File: src/rtl/imm_gen_pipe.sv
`default_nettype none
// ============================================================================
// Module   : imm_gen_pipe
// Brief    : RISC-V immediate decoder feeding a 2-entry result FIFO with tag
// Revision : 1.0 - initial release
// ============================================================================
module imm_gen_pipe #(
    parameter int XLEN  = 32,
    parameter int TAG_W = 5
) (
    input  logic             clk,
    input  logic             rst,
    input  logic             flush,
    input  logic             in_valid,
    output logic             in_ready,
    input  logic [2:0]       in_op,
    input  logic [24:0]      in_din,
    input  logic [TAG_W-1:0] in_tag,
    output logic             out_valid,
    input  logic             out_ready,
    output logic [XLEN-1:0]  out_imm,
    output logic [TAG_W-1:0] out_tag,
    output logic             out_err
);

    localparam logic [1:0] c_DEPTH = 2'd2;

    logic [31:0]      w_inst;
    logic [XLEN-1:0]  w_imm;
    logic             w_err;
    logic             w_push;
    logic             w_pop;

    logic [XLEN-1:0]  r_imm [2];
    logic [TAG_W-1:0] r_tag [2];
    logic             r_err [2];
    logic             r_wptr;
    logic             r_rptr;
    logic [1:0]       r_count;

    // Rebuild the instruction word so the decode reads in instruction-bit terms.
    assign w_inst = {in_din, 7'b0000000};

    always_comb begin
        w_imm = '0;
        w_err = 1'b0;
        case (in_op)
            3'b000: w_imm = XLEN'($signed(w_inst[31:20]));
            3'b001: begin
                if (XLEN == 32) begin
                    w_imm = XLEN'(w_inst[24:20]);
                    w_err = w_inst[25];
                end else begin
                    w_imm = XLEN'(w_inst[25:20]);
                end
            end
            3'b010: w_imm = XLEN'($signed({w_inst[31:25], w_inst[11:7]}));
            3'b011: w_imm = XLEN'($signed({w_inst[31], w_inst[7], w_inst[30:25],
                                           w_inst[11:8], 1'b0}));
            3'b100: w_imm = XLEN'($signed({w_inst[31:12], 12'h000}));
            3'b101: w_imm = XLEN'($signed({w_inst[31], w_inst[19:12], w_inst[20],
                                           w_inst[30:21], 1'b0}));
            3'b110: w_imm = XLEN'(w_inst[19:15]);
            default: w_err = 1'b1;
        endcase
    end

    assign in_ready  = (r_count < c_DEPTH);
    assign out_valid = (r_count != 2'd0);
    assign w_push    = in_valid & in_ready;
    assign w_pop     = out_valid & out_ready;

    always_ff @(posedge clk or posedge rst) begin
        if (rst) begin
            r_count <= 2'd0;
            r_wptr  <= 1'b0;
            r_rptr  <= 1'b0;
            for (int i = 0; i < 2; i++) begin
                r_imm[i] <= '0;
                r_tag[i] <= '0;
                r_err[i] <= 1'b0;
            end
        end else if (flush) begin
            // Same-cycle push and pop are dropped along with the stored entries.
            r_count <= 2'd0;
            r_wptr  <= 1'b0;
            r_rptr  <= 1'b0;
        end else begin
            if (w_push) begin
                r_imm[r_wptr] <= w_imm;
                r_tag[r_wptr] <= in_tag;
                r_err[r_wptr] <= w_err;
                r_wptr        <= ~r_wptr;
            end
            if (w_pop) begin
                r_rptr <= ~r_rptr;
            end
            case ({w_push, w_pop})
                2'b10:   r_count <= r_count + 2'd1;
                2'b01:   r_count <= r_count - 2'd1;
                default: r_count <= r_count;
            endcase
        end
    end

    // Head entry only, gated to zero when the buffer is empty.
    assign out_imm = out_valid ? r_imm[r_rptr] : '0;
    assign out_tag = out_valid ? r_tag[r_rptr] : '0;
    assign out_err = out_valid ? r_err[r_rptr] : 1'b0;

endmodule
`default_nettype wire

File: config.mk
export PLATFORM = sky130hd
export DESIGN_NAME = imm_gen_pipe
export DESIGN_NICKNAME = d
export VERILOG_FILES = /design/src/rtl/imm_gen_pipe.sv
export SDC_FILE = /design/constraint.sdc
export NUM_CORES = 1
export LEC_CHECK = 0
export ABC_AREA = 1
export CORE_MARGIN = 4
export CORE_UTILIZATION = 40
export CTS_BUF_LIST = sky130_fd_sc_hd__clkbuf_2
export CTS_CLUSTER_DIAMETER = 80
export DETAILED_ROUTE_END_ITERATION = 16
export PLACE_DENSITY = 0.67
export SLEW_MARGIN = 20
export SYNTH_ARGS = -nofsm -noshare
export SYNTH_HDL_FRONTEND = slang
export SYNTH_SLANG_ARGS = --single-unit
File: constraint.sdc
create_clock -name clk -period 2.8 [get_ports clk]
set_clock_uncertainty 0.1 [all_clocks]
set_input_delay 0.56 -clock clk [delete_from_list [all_inputs] [get_ports clk]]
set_output_delay 0.56 -clock clk [all_outputs]
set_load 0.005 [all_outputs]
==> reports/qor.csv, run 1 <==
stage,metric,value,unit
status,status,"complete, no violations",
synth,commonest cells in the synthesized netlist,"257 x nand2_1, 80 x dfrtp_1, 48 x o21ai_0",
placed_design,# port buffers,77,
global_route,largest net degree at the start of global routing,43,
power_and_ir_drop,peak supply drop,310,uV
global_route,first-pass GRT wire length,18200,um
synth,post-synth top area share,0.505,
cts,Hold Buf Count CTS,0,
cts,clock slew at reported path FFs,0.22,ns
critical_path,CP max stage delay,0.53,ns
floorplan,die area,0.0116,mm2
timing,"Slew Viols, Final",0,
synth,most numerous cell in the Yosys netlist,nand2_1,
cts,CTS tree,yes,
critical_path,Worst Setup End Kind,output pin,
timing,"Min Clock Period, post-route",2.79,ns
layout,# fillers,998,
synth,biggest area consumer among synthesized cells,dfrtp_1,
critical_path,Crit path arrival time,2.13,ns
layout,final core utilization,0.527,
cts,TritonCTS buffer count,9,
synth,Post-synth EDFFs,0,
synth,syn nets,588,
flow_run,max-cap viol count,0,
timing,Slew HR,0.495,
synth,yosys warns,0,
floorplan,die width,108,um
synth,Mapped Area,0.00396,mm2
routing,Antenna Nets Post-Route,0,
critical_path,worst-path cell chain,clkinvlp_4 > buf_12 > nand2_1 > a21oi_2 > clkdlybuf4s50_1,
critical_path,Crit-path slowest cell,clkdlybuf4s50_1,
global_route,GRT Residual Overflow,0,
routing,DRC violations left,0,
synth,Synth cell types,17,
cts,CTS Root Cell,clkbuf_2,
synth,Cells after Synth,550,
routing,via count,3837,
floorplan,Initial Utilization,0.407,
placed_design,GPL Wtd Cong,0.915,
placed_design,placed wire-length estimate,7390,um
synth,sequential area share after synthesis,0.505,
global_route,initial antenna violation count,0,
timing,Final setup viols,0,
critical_path,kind of critical path,flop to output pin,
critical_path,Critical Path RT,2.14,ns
floorplan,die height,108,um
cts,CTS max path bufs,2,
timing,RSZ-0062 raised after global routing,true,
floorplan,# IOs,78,
timing,hold slack,0.236,ns
global_route,vias in the first global route,3701,
cts,H-Tree Depth,3,
synth,ys flop type,dfrtp_1,
timing,setup TNS,0,ns
timing,Worst-Margin Slew,0.756,ns
timing,crit share post-route,0.998,
layout,antenna cells,0,
timing,Peak Freq,358,MHz
routing,1st-iter DRT viols,229,
power_and_ir_drop,PwrDens,715,mW/mm2
synth,Synth Register Bits,80,
routing,first-pass iteration count of the detailed router,5,
synth,ys async rst share,1.00,
critical_path,CP Launch Type,flop,
cts,clock latency on the worst-skew pair,0.53,ns
routing,via/cell ratio,5.04,
worst_hold_path,Hold/Removal Path Class,input port to asynchronous set/reset pin,
floorplan,Core Area,0.00973,mm2
power_and_ir_drop,Pleak,2.91,nW
cts,clock sink count,80,
timing,Hold Fails Final Rpt,0,
layout,Final #Nets,661,
routing,Total Routed Length,11500,um
layout,P&R area growth vs syn,29.4,%
synth,largest cells by area after synthesis,"dfrtp_1 51%, nand2_1 24%, o21ai_0 6.1%",
synth,Post-Syn Area per Cell,7.20,um2
global_route,Total Routing Usage GR,0.199,
floorplan,Row Count,36,
critical_path,CP max FO,16,
layout,share of cells above drive strength 1,0.0717,
routing,routed len/inst,15.1,um
-- final timing paths --
| path | startpoint | to | slack (ns) | cells past startpoint |
|---|---|---|---|---|
| max | r_rptr$_DFFE_PP0P_ | out_imm[11] | 0.006 | 5 |
| min | rst | r_imm[9]$_DFFE_PP0P_ | 0.24 | 2 |
| max reg2reg | r_count[1]$_DFFE_PP0P_ | r_wptr$_DFFE_PP0P_ | 1.06 | 5 |
| min reg2reg | r_imm[51]$_DFFE_PP0P_ | r_imm[51]$_DFFE_PP0P_ | 0.39 | 2 |
| max in group asynchronous | rst | r_imm[57]$_DFFE_PP0P_ | 1.73 | 3 |
| min in group clk | r_imm[51]$_DFFE_PP0P_ | r_imm[51]$_DFFE_PP0P_ | 0.39 | 2 |
-- where the power goes --
| part | switching, mW | internal [mW] |
|---|---|---|
| Sequential | 0.202 | 1.54 |
| Clock | 0.396 | 0.206 |
| Combinational | 0.742 | 0.584 |
| Total | 1.34 | 2.33 |
-- cell type report --
| type | instances | area, um2 | area share |
|---|---|---|---|
| clock buffer | 11 | 55.1 | 0.0107 |
| clock inverter | 5 | 47.5 | 0.00927 |
| inverter | 44 | 169 | 0.0329 |
| multi-input combinational | 397 | 1710 | 0.333 |
| sequential | 80 | 2000 | 0.391 |
| tap | 133 | 166 | 0.0324 |
| timing repair buffer | 91 | 981 | 0.191 |
-- logic make-up (layout without fill, tap and decap cells) --
logic type             after synthesis  after routing  synth area share
AND/OR/NAND/NOR                    300            300             0.297
buffers and inverters               73            151            0.0745
AO/OA/AOI/OAI                       97             97             0.123
flip-flops                          80             80             0.505
-- state kept, by name, indices dropped and copies added, names as in the netlist --
register and flops:
r_imm 64, r_wptr 1, r_rptr 1, r_tag 10, r_err 2, r_count 2
-- critical path: cells and delay by family, from the launching register on --
family / cells / cell delay, ns
buffers and inverters: 3 / 0.86
AO/OA/AOI/OAI: 1 / 0.17
flip-flops: 1 / 0.49
AND/OR/NAND/NOR: 1 / 0.07
-- per-layer routing --
metal,GRT usage,part of all wire,up-vias
met5,0,0,-
met4,0.0640,0.015,0
met3,0.0492,0.061,17
met2,0.312,0.48,122
met1,0.270,0.44,1838
li1,-,-,1860
-- per-stage QoR --
step	power [mW]	area (um2)	std cells	setup slack, ns
detailed placement	3.04	4860	740	0.325
CTS	3.65	4980	756	-0.00916
global placement	3.00	4860	740	0.334
floorplan	2.45	3960	550	0.0883
global route	3.93	5130	761	-0.0753
finish	3.67	5130	761	0.00551
-- repair_timing --
item	in CTS	in global routing
endpoints found under the setup margin	17	35
pin swaps	0	1
gates cloned	0	1
buffers inserted	0	4
gates resized for setup	6	31
-- layout by cell type (no fill, tap or decap) --
cell | netlist | layout
a21oi_1 | 40 | 34
a21oi_2 | 0 | 6
a31oi_1 | 1 | 1
buf_12 | 0 | 2
buf_4 | 0 | 10
buf_6 | 0 | 1
bufinv_16 | 0 | 1
clkbuf_16 | 0 | 1
clkbuf_2 | 0 | 11
clkdlybuf4s50_1 | 0 | 52
clkinv_1 | 1 | 2
clkinv_2 | 0 | 2
clkinvlp_4 | 0 | 1
dfrtp_1 | 80 | 79
dfrtp_2 | 0 | 1
dlygate4sd2_1 | 0 | 1
dlymetal6s2s_1 | 0 | 24
inv_1 | 40 | 39
inv_2 | 3 | 4
nand2_1 | 257 | 256
nand2_2 | 1 | 1
nand2_8 | 0 | 1
nand3_1 | 26 | 26
nor2_1 | 14 | 13
nor2_2 | 1 | 2
nor3_4 | 1 | 1
o21a_1 | 1 | 1
o21ai_0 | 48 | 48
o21ai_1 | 7 | 7
(Power assumes the default switching activity.)
==> run 2, diff against run 1 <==
--- a/config.mk
+++ b/config.mk
@@ -12,6 +12,8 @@
 export CTS_CLUSTER_DIAMETER = 80
 export DETAILED_ROUTE_END_ITERATION = 16
 export PLACE_DENSITY = 0.67
+export SETUP_SLACK_MARGIN = 0.3
+export SKIP_LAST_GASP = 1
 export SLEW_MARGIN = 20
 export SYNTH_ARGS = -nofsm -noshare
 export SYNTH_HDL_FRONTEND = slang
==> reports/qor.csv, run 2 (synthesis results as in run 1) <==
stage,metric,value,unit
layout,# fillers,940,
critical_path,Crit path buffers/inverters,2,
layout,share of cells above drive strength 1,0.154,
floorplan,Initial Utilization,0.407,
timing,"Min Clock Period, post-route",2.59,ns
critical_path,Critical Path RT,2.14,ns
global_route,first-pass GRT wire length,18700,um
routing,via count,3939,
placed_design,GPL Wtd Cong,0.828,
floorplan,die area,0.0116,mm2
cts,H-Tree Depth,3,
critical_path,Crit path depth,4,
critical_path,CP max stage delay,0.51,ns
layout,"most common cell after layout, fill and taps aside",nand2_1,
power_and_ir_drop,PwrDens,760,mW/mm2
floorplan,Row Count,36,
timing,"Slew Viols, Final",0,
cts,CTS max path bufs,2,
cts,TritonCTS buffer count,9,
status,status,"complete, no violations",
layout,design area,0.00533,mm2
critical_path,Crit path arrival time,1.93,ns
global_route,initial antenna violation count,0,
layout,"commonest non-fill, non-tap cells in the layout","256 x nand2_1, 78 x dfrtp_1, 47 x o21ai_0, 47 x clkdlybuf4s50_1, 38 x inv_1",
layout,max reg flops,64,
critical_path,worst-path cell chain,buf_12 > o21ai_0 > a21oi_1 > clkdlybuf4s50_1,
global_route,GRT Residual Overflow,0,
layout,antenna cells,0,
critical_path,Worst Setup End Kind,output pin,
layout,Final #Nets,683,
routing,via/cell ratio,5.03,
cts,CTS Root Cell,clkbuf_2,
timing,Hold Fails Final Rpt,0,
flow_run,max-cap viol count,0,
floorplan,die height,108,um
cts,CTS tree,yes,
global_route,Total Routing Usage GR,0.204,
layout,Top Registers,"r_imm: 64 flops, r_tag: 10 flops",
placed_design,# port buffers,77,
timing,crit share post-route,0.926,
critical_path,kind of critical path,flop to output pin,
layout,Top reg by flops,r_imm,
cts,clock slew at reported path FFs,0.26,ns
global_route,largest net degree at the start of global routing,42,
layout,final core utilization,0.548,
global_route,vias in the first global route,3703,
timing,Worst-Margin Slew,0.751,ns
power_and_ir_drop,Pleak,2.74,nW
timing,setup TNS,0,ns
timing,RSZ-0062 raised after global routing,true,
floorplan,Core Area,0.00973,mm2
placed_design,area of placed instances,0.00489,mm2
floorplan,# IOs,78,
routing,routed len/inst,15.5,um
worst_hold_path,Hold/Removal Path Class,input port to asynchronous set/reset pin,
placed_design,placed wire-length estimate,7510,um
critical_path,CP Launch Type,flop,
floorplan,die width,108,um
cts,clock sink count,80,
critical_path,CP max FO,22,
timing,Slew HR,0.500,
routing,first-pass iteration count of the detailed router,6,
timing,Peak Freq,386,MHz
timing,Final setup viols,0,
critical_path,Crit-path slowest cell,clkdlybuf4s50_1,
routing,Total Routed Length,12200,um
cts,clock latency on the worst-skew pair,0.51,ns
routing,DRC violations left,0,
routing,1st-iter DRT viols,305,
critical_path,CP top delay family,buffers and inverters,
cts,Hold Buf Count CTS,0,
critical_path,R2R depth,5,
layout,P&R area growth vs syn,34.5,%
routing,Antenna Nets Post-Route,0,
power_and_ir_drop,peak supply drop,291,uV
run 2: cell count changes in the layout (fill, tap and decap cells not counted), sizes merged, moves of 2 or more:
| cell | previous run | this run |
|---|---|---|
| buf | 13 | 43 |
| dlygate4sd2 | 1 | 9 |
| dlymetal6s2s | 24 | 1 |
| clkbuf | 12 | 20 |
| inv | 43 | 45 |
| clkdlybuf4s50 | 52 | 47 |
run 2: path summary, 6_finish.rpt:
kind / start / end / slack (ns)
max: r_rptr$_DFFE_PP0P_ / out_imm[12] / 0.21
min: rst / r_tag[4]$_DFFE_PP0P_ / 0.27
max reg2reg: r_count[1]$_DFFE_PP0P_ / r_wptr$_DFFE_PP0P_ / 1.13
min reg2reg: r_imm[47]$_DFFE_PP0P_ / r_imm[47]$_DFFE_PP0P_ / 0.40
max in group asynchronous: rst / r_imm[13]$_DFFE_PP0P_ / 1.69
min in group clk: r_imm[47]$_DFFE_PP0P_ / r_imm[47]$_DFFE_PP0P_ / 0.40
run 2: report_power, final:
group          internal (mW)  switching [mW]
Clock                  0.216           0.452
Sequential              1.54           0.204
Combinational          0.784           0.854
Total                   2.54            1.51
run 2: per-stage QoR:
step                      hold slack, ns  setup slack [ns]  power, mW  std cells
after floorplan                    0.337              1.05       2.45        550
after global placement             0.349             0.456       2.98        744
after detailed placement           0.353             0.387       3.03        744
after CTS                          0.232             0.112       3.80        766
after global routing               0.240            0.0520       4.33        783
final                              0.267             0.208       4.05        783
run 2: cell type report:
class                   instances  area (um2)  share of cell area
well taps                     133         166              0.0312
multi-input cells             398        1750               0.329
flip-flops and latches         80        2000               0.376
clock buffers                   9        45.0             0.00845
clock inverters                 7        77.6              0.0146
inverters                      44         176              0.0331
repair buffers                112        1110               0.208
run 2: metal layers:
metal,global-route usage,up-vias,wire length (um)
met5,0,-,0
met4,0.0613,0,299
met3,0.0444,27,715
met2,0.332,157,5870
met1,0.274,1841,5280
li1,-,1914,-
run 2: worst register-to-register path, cell delays in order, from the launching register on:
cell and delay [ns]:
dfrtp_2 0.44, inv_4 0.06, nand2_2 0.12, nor3_4 0.06, inv_2 0.54, o21ai_0 0.21
run 2: what timing repair did:
action / 4_1_cts / 5_1_grt
gates resized for setup: 86 / 39
gates cloned: 2 / 3
buffers inserted: 4 / 14
pin swaps: 2 / 6
setup endpoints to repair: 39 / 36
